[config.mk]
export PLATFORM = sky130hd
export DESIGN_NAME = mdl_salign_n
export DESIGN_NICKNAME = d
export VERILOG_FILES = /design/src/rtl/mdl_salign_pkg.sv /design/src/rtl/mdl_s10b8b_byte.sv /design/src/rtl/mdl_salign_n.sv
export SDC_FILE = /design/constraint.sdc
export NUM_CORES = 1
export LEC_CHECK = 0
export CELL_PAD_IN_SITES_DETAIL_PLACEMENT = 0
export CELL_PAD_IN_SITES_GLOBAL_PLACEMENT = 1
export CORE_AREA = 2 2 134 136
export CTS_BUF_LIST = sky130_fd_sc_hd__clkbuf_16
export CTS_CLUSTER_SIZE = 10
export DETAILED_ROUTE_END_ITERATION = 16
export DIE_AREA = 0 0 136 138
export PLACE_DENSITY_LB_ADDON = 0.1
export RECOVER_POWER = 50
export SLEW_MARGIN = 20
export SYNTH_ARGS = -nofsm -noshare
export SYNTH_HDL_FRONTEND = slang
export SYNTH_SLANG_ARGS = --single-unit
[constraint.sdc]
create_clock -name i_clk -period 4.4 [get_ports i_clk]
set_clock_uncertainty 0.15 [all_clocks]
set_input_delay 1.1 -clock i_clk [delete_from_list [all_inputs] [get_ports i_clk]]
set_output_delay 1.1 -clock i_clk [all_outputs]
set_load 0.05 [all_outputs]
[src/rtl/mdl_salign_pkg.sv]
// Shared types, comma constants and 8b/10b sub-block decode tables for the serial word aligner.
// Table helpers return {legal, value}; an unlisted code is reported as illegal.
package mdl_salign_pkg;

  typedef enum logic [1:0] {HUNT, CHECK, LOCKED} state_t;

  localparam logic [9:0] K28_5_RDN = 10'b0011111010;
  localparam logic [9:0] K28_5_RDP = 10'b1100000101;

  // abcdei -> {legal, EDCBA}; both K28 forms decode to 28
  function automatic logic [5:0] dec_5b6b(input logic [5:0] c);
    case (c)
      6'b100111, 6'b011000: return {1'b1, 5'd0};
      6'b011101, 6'b100010: return {1'b1, 5'd1};
      6'b101101, 6'b010010: return {1'b1, 5'd2};
      6'b110001:            return {1'b1, 5'd3};
      6'b110101, 6'b001010: return {1'b1, 5'd4};
      6'b101001:            return {1'b1, 5'd5};
      6'b011001:            return {1'b1, 5'd6};
      6'b111000, 6'b000111: return {1'b1, 5'd7};
      6'b111001, 6'b000110: return {1'b1, 5'd8};
      6'b100101:            return {1'b1, 5'd9};
      6'b010101:            return {1'b1, 5'd10};
      6'b110100:            return {1'b1, 5'd11};
      6'b001101:            return {1'b1, 5'd12};
      6'b101100:            return {1'b1, 5'd13};
      6'b011100:            return {1'b1, 5'd14};
      6'b010111, 6'b101000: return {1'b1, 5'd15};
      6'b011011, 6'b100100: return {1'b1, 5'd16};
      6'b100011:            return {1'b1, 5'd17};
      6'b010011:            return {1'b1, 5'd18};
      6'b110010:            return {1'b1, 5'd19};
      6'b001011:            return {1'b1, 5'd20};
      6'b101010:            return {1'b1, 5'd21};
      6'b011010:            return {1'b1, 5'd22};
      6'b111010, 6'b000101: return {1'b1, 5'd23};
      6'b110011, 6'b001100: return {1'b1, 5'd24};
      6'b100110:            return {1'b1, 5'd25};
      6'b010110:            return {1'b1, 5'd26};
      6'b110110, 6'b001001: return {1'b1, 5'd27};
      6'b001110, 6'b001111,
      6'b110000:            return {1'b1, 5'd28};
      6'b101110, 6'b010001: return {1'b1, 5'd29};
      6'b011110, 6'b100001: return {1'b1, 5'd30};
      6'b101011, 6'b010100: return {1'b1, 5'd31};
      default:              return 6'd0;
    endcase
  endfunction

  // fghj -> {legal, HGF}; caller pre-inverts fghj after the RD+ K28 prefix
  function automatic logic [3:0] dec_3b4b(input logic [3:0] c);
    case (c)
      4'b1011, 4'b0100:                   return {1'b1, 3'd0};
      4'b1001:                            return {1'b1, 3'd1};
      4'b0101:                            return {1'b1, 3'd2};
      4'b1100, 4'b0011:                   return {1'b1, 3'd3};
      4'b1101, 4'b0010:                   return {1'b1, 3'd4};
      4'b1010:                            return {1'b1, 3'd5};
      4'b0110:                            return {1'b1, 3'd6};
      4'b1110, 4'b0001, 4'b0111, 4'b1000: return {1'b1, 3'd7};
      default:                            return 4'd0;
    endcase
  endfunction

endpackage

[src/rtl/mdl_s10b8b_byte.sv]
// Single 10b slice decoder: data byte, K flag, illegal flag and next running disparity.
// Purely combinational; no backpressure. MDL_SALIGN_DISPARITY_EN adds RD-consistency checking.
module mdl_s10b8b_byte
  import mdl_salign_pkg::*;
(
  input  logic [9:0] i_code,
  input  logic       i_rd,
  output logic [7:0] o_data,
  output logic       o_k,
  output logic       o_illegal,
  output logic       o_rd
);

  logic [5:0] w_6b;
  logic [3:0] w_4b;
  logic [5:0] w_d6;
  logic [3:0] w_d4;
  logic [2:0] w_n6;
  logic [2:0] w_n4;
  logic       w_rd6;
  logic       w_kx7;

  assign w_6b = i_code[9:4];
  assign w_4b = i_code[3:0];
  assign w_d6 = dec_5b6b(w_6b);
  // K28 RD+ carries the complemented fghj of its RD- form
  assign w_d4 = dec_3b4b((w_6b == 6'b110000) ? ~w_4b : w_4b);
  assign w_n6 = 3'($countones(w_6b));
  assign w_n4 = 3'($countones(w_4b));

  assign w_rd6 = (w_n6 > 3'd3) ? 1'b1 : (w_n6 < 3'd3) ? 1'b0 : i_rd;
  assign o_rd  = (w_n4 > 3'd2) ? 1'b1 : (w_n4 < 3'd2) ? 1'b0 : w_rd6;

  assign w_kx7 = (w_6b inside {6'b111010, 6'b000101, 6'b110110, 6'b001001,
                               6'b101110, 6'b010001, 6'b011110, 6'b100001})
               && (w_4b inside {4'b0111, 4'b1000});
  assign o_k    = (w_6b == 6'b001111) || (w_6b == 6'b110000) || w_kx7;
  assign o_data = {w_d4[2:0], w_d6[4:0]};

`ifdef MDL_SALIGN_DISPARITY_EN
  logic w_bad6;
  logic w_bad4;
  assign w_bad6 = ((w_n6 > 3'd3) && i_rd) || ((w_n6 < 3'd3) && !i_rd)
                || ((w_6b == 6'b111000) && i_rd) || ((w_6b == 6'b000111) && !i_rd);
  assign w_bad4 = ((w_n4 > 3'd2) && w_rd6) || ((w_n4 < 3'd2) && !w_rd6)
                || ((w_4b == 4'b1100) && w_rd6) || ((w_4b == 4'b0011) && !w_rd6);
  assign o_illegal = !w_d6[5] || !w_d4[3] || w_bad6 || w_bad4;
`else
  assign o_illegal = !w_d6[5] || !w_d4[3];
`endif

endmodule

[src/rtl/mdl_salign_n.sv]
// Serial 8b/10b word aligner: hunts K28.5 in byte 0, confirms LOCK_CNT words, emits NB decoded bytes.
// Latency: o_valid/o_err one clock after the word-boundary cycle; no backpressure (one line bit per clock).
// MDL_SALIGN_DISPARITY_EN enables running-disparity checking and RD-specific comma matching.
module mdl_salign_n
  import mdl_salign_pkg::*;
#(
  parameter int NB       = 4,
  parameter int LOCK_CNT = 2,
  parameter int LOSS_CNT = 4
)(
  input  logic              i_clk,
  input  logic              i_reset,
  input  logic              i_rx_p,
  output logic              o_valid,
  output logic [8*NB-1:0]   o_data,
  output logic [NB-1:0]     o_ctrl,
  output logic              o_locked,
  output logic              o_err
);

  localparam int W  = 10*NB;
  localparam int OW = $clog2(W);
  localparam int GW = $clog2(LOCK_CNT+1);
  localparam int BW = $clog2(LOSS_CNT+1);

  logic [W-1:0]    r_sr;
  logic [OW-1:0]   r_off;
  state_t          r_state;
  logic [GW-1:0]   r_good;
  logic [BW-1:0]   r_bad;
  logic            r_rd;
  logic            r_valid;
  logic            r_err;
  logic            r_locked;
  logic [8*NB-1:0] r_data;
  logic [NB-1:0]   r_ctrl;

  logic [NB:0]     w_rd;
  logic [8*NB-1:0] w_data;
  logic [NB-1:0]   w_ctrl;
  logic [NB-1:0]   w_ill;
  logic            w_legal;
  logic            w_comma;
  logic            w_boundary;
  logic [OW-1:0]   w_off_nxt;

  // byte 0 is the oldest slice, at the MSB end; disparity chains in byte order
  assign w_rd[0] = r_rd;
  for (genvar g = 0; g < NB; g++) begin : g_dec
    mdl_s10b8b_byte u_dec (
      .i_code    (r_sr[W-1-10*g -: 10]),
      .i_rd      (w_rd[g]),
      .o_data    (w_data[8*g +: 8]),
      .o_k       (w_ctrl[g]),
      .o_illegal (w_ill[g]),
      .o_rd      (w_rd[g+1])
    );
  end

  assign w_legal    = ~|w_ill;
  assign w_boundary = (r_off == '0);
  assign w_off_nxt  = (r_off == OW'(W-1)) ? '0 : r_off + 1'b1;
`ifdef MDL_SALIGN_DISPARITY_EN
  assign w_comma = (r_sr[W-1 -: 10] == (r_rd ? K28_5_RDP : K28_5_RDN));
`else
  assign w_comma = (r_sr[W-1 -: 10] == K28_5_RDN) || (r_sr[W-1 -: 10] == K28_5_RDP);
`endif

  always_ff @(posedge i_clk) begin
    if (i_reset) begin
      r_sr     <= '0;
      r_off    <= '0;
      r_state  <= HUNT;
      r_good   <= '0;
      r_bad    <= '0;
      r_rd     <= 1'b0;
      r_valid  <= 1'b0;
      r_err    <= 1'b0;
      r_locked <= 1'b0;
      r_data   <= '0;
      r_ctrl   <= '0;
    end else begin
      r_sr    <= {r_sr[W-2:0], i_rx_p};
      r_valid <= 1'b0;
      r_err   <= 1'b0;
      case (r_state)
        HUNT: begin
          r_off <= '0;
          if (w_comma && w_legal) begin
            r_state <= CHECK;
            r_off   <= OW'(1);
            r_good  <= '0;
            r_rd    <= w_rd[NB];
          end
        end
        CHECK: begin
          r_off <= w_off_nxt;
          if (w_boundary) begin
            if (w_legal) begin
              r_rd <= w_rd[NB];
              if (r_good != GW'(LOCK_CNT)) r_good <= r_good + 1'b1;
              if (r_good >= GW'(LOCK_CNT-1)) begin
                r_state  <= LOCKED;
                r_locked <= 1'b1;
                r_bad    <= '0;
              end
            end else begin
              r_state <= HUNT;
              r_off   <= '0;
              r_rd    <= 1'b0;
              r_good  <= '0;
            end
          end
        end
        LOCKED: begin
          r_off <= w_off_nxt;
          if (w_boundary) begin
            r_rd <= w_rd[NB];
            if (w_legal) begin
              r_valid <= 1'b1;
              r_data  <= w_data;
              r_ctrl  <= w_ctrl;
              r_bad   <= '0;
            end else begin
              r_err <= 1'b1;
              if (r_bad != BW'(LOSS_CNT)) r_bad <= r_bad + 1'b1;
              // a comma elsewhere never realigns; only loss of lock returns to HUNT
              if (r_bad >= BW'(LOSS_CNT-1)) begin
                r_state  <= HUNT;
                r_locked <= 1'b0;
                r_data   <= '0;
                r_ctrl   <= '0;
                r_rd     <= 1'b0;
                r_off    <= '0;
                r_good   <= '0;
              end
            end
          end
        end
        default: r_state <= HUNT;
      endcase
    end
  end

  assign o_valid  = r_valid;
  assign o_data   = r_data;
  assign o_ctrl   = r_ctrl;
  assign o_locked = r_locked;
  assign o_err    = r_err;

endmodule
# Word-level counts from Yosys, hierarchy flattened
# Memories as Yosys holds them, arrays and structs flattened. A register that Yosys moved wholly into a read port is not among the register bits.
# Cells that the tools add are included.
[word_totals]
ff_bits = 92
latchBits = 0
ram_bits = 0
mem_bits_ro = 1792
input_bits = 3
out_inout_bits = 39
wordCells = 190
n_memories = 8
[mem_list]
columns = ["name", "words", "width", "rd", "rd_ports_with_merged_regs", "write_ports", "line_no", "rtl"]
rows = [
  ["(no name shown)", 64, 6, 1, 1, 0, "mdl_salign_pkg.sv:12", "case (c)"],
  ["(no name shown)", 64, 6, 1, 1, 0, "mdl_salign_pkg.sv:12", ""],
  ["(no name shown)", 64, 6, 1, 1, 0, "mdl_salign_pkg.sv:12", ""],
  ["(no name shown)", 64, 6, 1, 1, 0, "mdl_salign_pkg.sv:12", ""],
  ["(no name shown)", 16, 4, 1, 0, 0, "mdl_salign_pkg.sv:52", "case (c)"],
  ["(no name shown)", 16, 4, 1, 0, 0, "mdl_salign_pkg.sv:52", ""],
  ["2 more memories", "-", "-", "-", "-", "-", "-", ""],
]
[op_classes]
n_addsub = 3
mul = 0
div = 0
magnitude_cmp = 2
n_eq_ne = 66
shifts = 0
mux = 49
bitwise_logic = 6
reduce_logical = 46
[op_table]
columns = ["operator", "n"]
rows = [
  ["6-bit == test (second input constant)", 21],
  ["32-bit two-way mux", 2],
  ["6-bit two-way mux", 10],
  ["6-bit by 4-bit == test with 1-bit output (second input constant)", 8],
  ["6-bit by 5-bit == test with 1-bit output (second input constant)", 8],
  ["8-bit nonzero test", 4],
  ["6-bit by 3-bit == test with 1-bit output (second input constant)", 4],
  ["4-bit two-way mux", 6],
  ["2-bit two-way mux", 11],
  ["3-bit two-way mux", 6],
  ["6-bit case mux with 3 select lines", 1],
  ["4-bit by 3-bit == test with 1-bit output (second input constant)", 4],
  ["4-bit == test (second input constant)", 4],
  ["2-bit != test (second input constant)", 8],
  ["4-bit inverter", 4],
  ["7-bit AND reduction", 2],
  ["1-bit logical OR", 13],
  ["3-bit != test (second input constant)", 4],
  ["2-bit case mux with 3 select lines", 2],
  ["6-bit AND reduction", 2],
  ["10-bit == test (second input constant)", 1],
  ["10-bit by 8-bit == test with 1-bit output (second input constant)", 1],
  ["2-bit nonzero test", 5],
  ["1-bit zero test", 9],
  ["19 further kinds", 32],
]

# Depth between registers and ports, before layout
# An unclocked memory read counts as a cell.
[depth]
ltp_word = 10
depth_mapped = 14
mapped_depth_nobuf = 10

# Modules after synthesis
# From an unflattened synthesis, not the netlist that was laid out.
[unflattened]
hier_cells = 922
area_unflattened_um2 = 7542.2
[modules_own_cells]
columns = ["module", "instances", "cells_each", "area_per_inst_um2", "seq_area_each_um2"]
rows = [
  ["mdl_salign_n", 1, 313, 3368.2, 1861.8],
  ["mdl_s10b8b_byte at g_dec[1].u_dec", 1, 153, 1077.3, 0.0],
  ["mdl_s10b8b_byte at g_dec[0].u_dec", 1, 155, 1067.3, 0.0],
  ["mdl_s10b8b_byte at g_dec[3].u_dec", 1, 151, 1017.2, 0.0],
  ["mdl_s10b8b_byte at g_dec[2].u_dec", 1, 150, 1012.2, 0.0],
]

# Worst setup path before layout
# No wires, ideal clock.
[synth_timing]
path_kind = "in2reg"
start = "input i_reset"
end = "register, netlist name g_dec[1].u_dec.o_data[3]"
setup_time_ns = 0.070
t_arrival_ns = 3.560
required_ns = 4.180
setup_slack_ns = 0.620
stages = 11
n_path_buf = 4
cell_sequence = "clkbuf_1 inv_1 clkbuf_1 clkbuf_1 nand2_1 ha_1 clkbuf_1 mux2_2 a2111oi_0 a21oi_1 a21oi_1"
[synth_between]
elab_chain_len = 1
[synth_lines]
columns = ["item", "line_no", "rtl"]
rows = [
  ["from (decl)", "mdl_salign_n.sv:12", "input logic i_reset,"],
  ["6-bit two-way mux (no source line)", "-", ""],
]
# No other way between the ends.
# A chain may end at the register's enable or synchronous reset.

# Worst setup path in the final report
[layout_timing]
start = "input i_reset"
end = "register, netlist name g_dec[0].u_dec.o_data[2]"
[layout_between]
elab_chain_len = 1
[layout_lines]
columns = ["item"]
rows = [
  ["6-bit two-way mux (no source line)"],
]
# No other way between the ends.

==> metrics <==
headroom to the max-slew limit=between 20% and 30%; Core Region=0.0175 mm^2; I/O pin cnt=42; Clock Pin Slew Worst Setup and Hold Paths=0.05 ns; Syn. warnings=0; total grt overflow=0; met2 Usage GRT=about a third; CTS Buffer Depth=2; Startpoint Class=primary input; HPWL after DPL=13,600 um; Synth Cell Area=0.00768 mm^2; TritonCTS Sinks=roughly 120; power share of the combinational group=under 10%; htree depth=4; Max Transition Viols Final=0; R2R depth=6; n_diodes=0; initial antenna violation count=0; post-route cell area=~0.0087 mm^2; RSZ-0062 raised after global routing=no; post-CTS sizing=0; nets@finish=roughly 1,100; Synth area leader=dfxtp_1; pin count of the biggest net entering global routing=between 90 and 100; Post-Layout Cell Count=between 1,000 and 1,500; clock power share=around 55%; routability cong.=between 0.8 and 0.9; dpl ws=just under 0.9 ns; routed wire length per instance=~16 um; number of global-route vias before repair=between 6,000 and 7,000; post-route core utilization=~50%; die area=0.0188 mm^2; CP arrival=roughly 3.7 ns; outcome=finished clean; peak fanout along the critical path=10; Fin. Hold Viols=0; fmax=0.286 GHz; Setup violations, final=0; clk root buf=clkbuf_16; Die W=about 140 um; PnR worst setup slack=between 0.9 and 1 ns; most frequent cells in the layout=dfxtp_1, nand2_1, a21oi_1, nor2_1, o21ai_0; GRT Max-Usage Layer=met2; Final Critical Period=3.50 ns; CTS tree=built; # hold bufs at CTS=0; number of remaining DRC errors=0; Initial Util=43.8%; vias=7,292; HP Class=flop to flop; first-pass GRT wire length=33,600 um; Antenna Nets Post-Route=0; commonest non-fill, non-tap cell in the layout=dfxtp_1; Post-Synthesis Cells=1,018; Tot Pwr=around 2.5 mW; drt first pass iters=5; Seq pwr share=about 43%; met3 Use GR=4.11%; Fin Setup TNS=0 ns; Max-cap violations=0; cell area after placement=roughly 0.0082 mm^2; Via density=approximately 5.8; Setup CP Type=primary input to flop; synthesis-to-layout area growth=13.8%; sequential area share after synthesis=between 30% and 40%; hold depth=1; Internal=between 1.5 and 2 mW; fraction of layout cells with a size suffix above 1=5.28%; clk_lat worst skew=roughly 0.42 ns; Iter 0 DRT Violations=roughly 600; DIE HEIGHT=between 100 and 150 um; met1 Use GR=30.9%; synth top area cells=dfxtp_1, ha_1, a21oi_1, o21ai_0, nand2_1; asr flop ratio synth=0%; Yosys cell types=70; placed cells=between 1,000 and 1,500; port buffer count=41; final worst-path cycle share=between 70% and 80%; worst-margin pin slew=1.14 ns; postcts setup bufs=0; total CTS buffers=17; Switching Fraction=21.7%; gr usage total=~22%; FF+latch count, synth=roughly 120; Max IR drop VDD=between 0.2 and 0.3 mV; number of synthesized flops with an enable pin=0; Net Switching=~0.54 mW; Placement Rows=between 40 and 50; Min Hold Slack=0.285 ns; CP Capture Type=flop; Mapped Nets=roughly 1,100; post-synth top area share=a little under a third; WL final=approximately 20,000 um; Synth Area per Inst=between 7 and 8 um^2; CP Data Required Time=~4.6 ns; R2R setup slack=~1.1 ns; total power density per cell area=283 mW/mm^2; Main synth FF type=dfxtp_1; leakage=3.32 nW
[layer usage]
metal,vias up,part of all wire (%)
met1,3445,49
met2,154,46
li1,3672,-
met4,0,1.3
met3,21,3.5
met5,-,0
[power groups by stage]
stage / combinational, mW / sequential [mW] / clock, mW
after floorplan: 0.0361 / 1.08 / 0
after global placement: 0.0483 / 1.08 / 0
final: 0.0468 / 1.06 / 1.37
after global routing: 0.0516 / 1.06 / 1.44
after CTS: 0.0484 / 1.06 / 1.40
after detailed placement: 0.0482 / 1.08 / 0
[path summary, 6_finish.rpt]
| path | startpoint | end |
|---|---|---|
| worst max-delay path | i_reset | g_dec[0].u_dec.o_data[2] |
| worst min-delay path | g_dec[1].u_dec.o_data[4] | o_data[12] |
| worst max register to register | r_sr[3] | o_ctrl[1] |
| worst min register to register | g_dec[1].u_dec.o_data[4] | o_data[12] |
[Yosys cell counts, drive strengths merged, types with 20 or more instances]
library cell,number
dfxtp,116
nand2,93
a21oi,92
nor2,91
o21ai,75
clkbuf,68
inv,62
ha,45
nor2b,34
a211oi,24
a22o,23
nand3,23
buf,20
[flip-flops by register name, summed over array words and instances (netlist names)]
register            count
o_data                 32
r_off                   6
o_ctrl                  4
r_sr                   40
g_dec.u_dec.w_d6        4
o_valid                 1
g_dec.u_dec.o_data     20
r_good                  2
o_locked                1
r_bad                   3
o_err                   1
r_state                 2
[critical path: stages]
cell       delay, ns
clkbuf_1        0.11
inv_1           0.27
clkbuf_1        0.45
nand2_1         0.23
ha_1            0.52
nor2_1          0.11
a2111oi_0       0.51
o311ai_0        0.22
a21oi_1         0.16
[cells by family after synthesis]
logic type                 count (synthesis)  synth area share [%]
AOI/OAI and AO/OA                        344                  29.6
xor gates and xnor gates                  10                  1.14
adders and majority gates                 48                  7.72
buffers and inverters                    150                  7.56
DFF                                      116                  30.2
muxes                                     18                  2.38
and+or+nand+nor                          332                  21.4
[final cells by class]
class	count	area (um^2)
Clock buffer	17	425
Fill cell	1772	8790
Inverter	62	233
Timing Repair Buffer	60	548
Sequential cell	116	2320
Tap cell	229	287
Clock inverter	15	149
Multi-Input combinational cell	752	4780
Note: power is estimated with default switching activity, not from simulation.
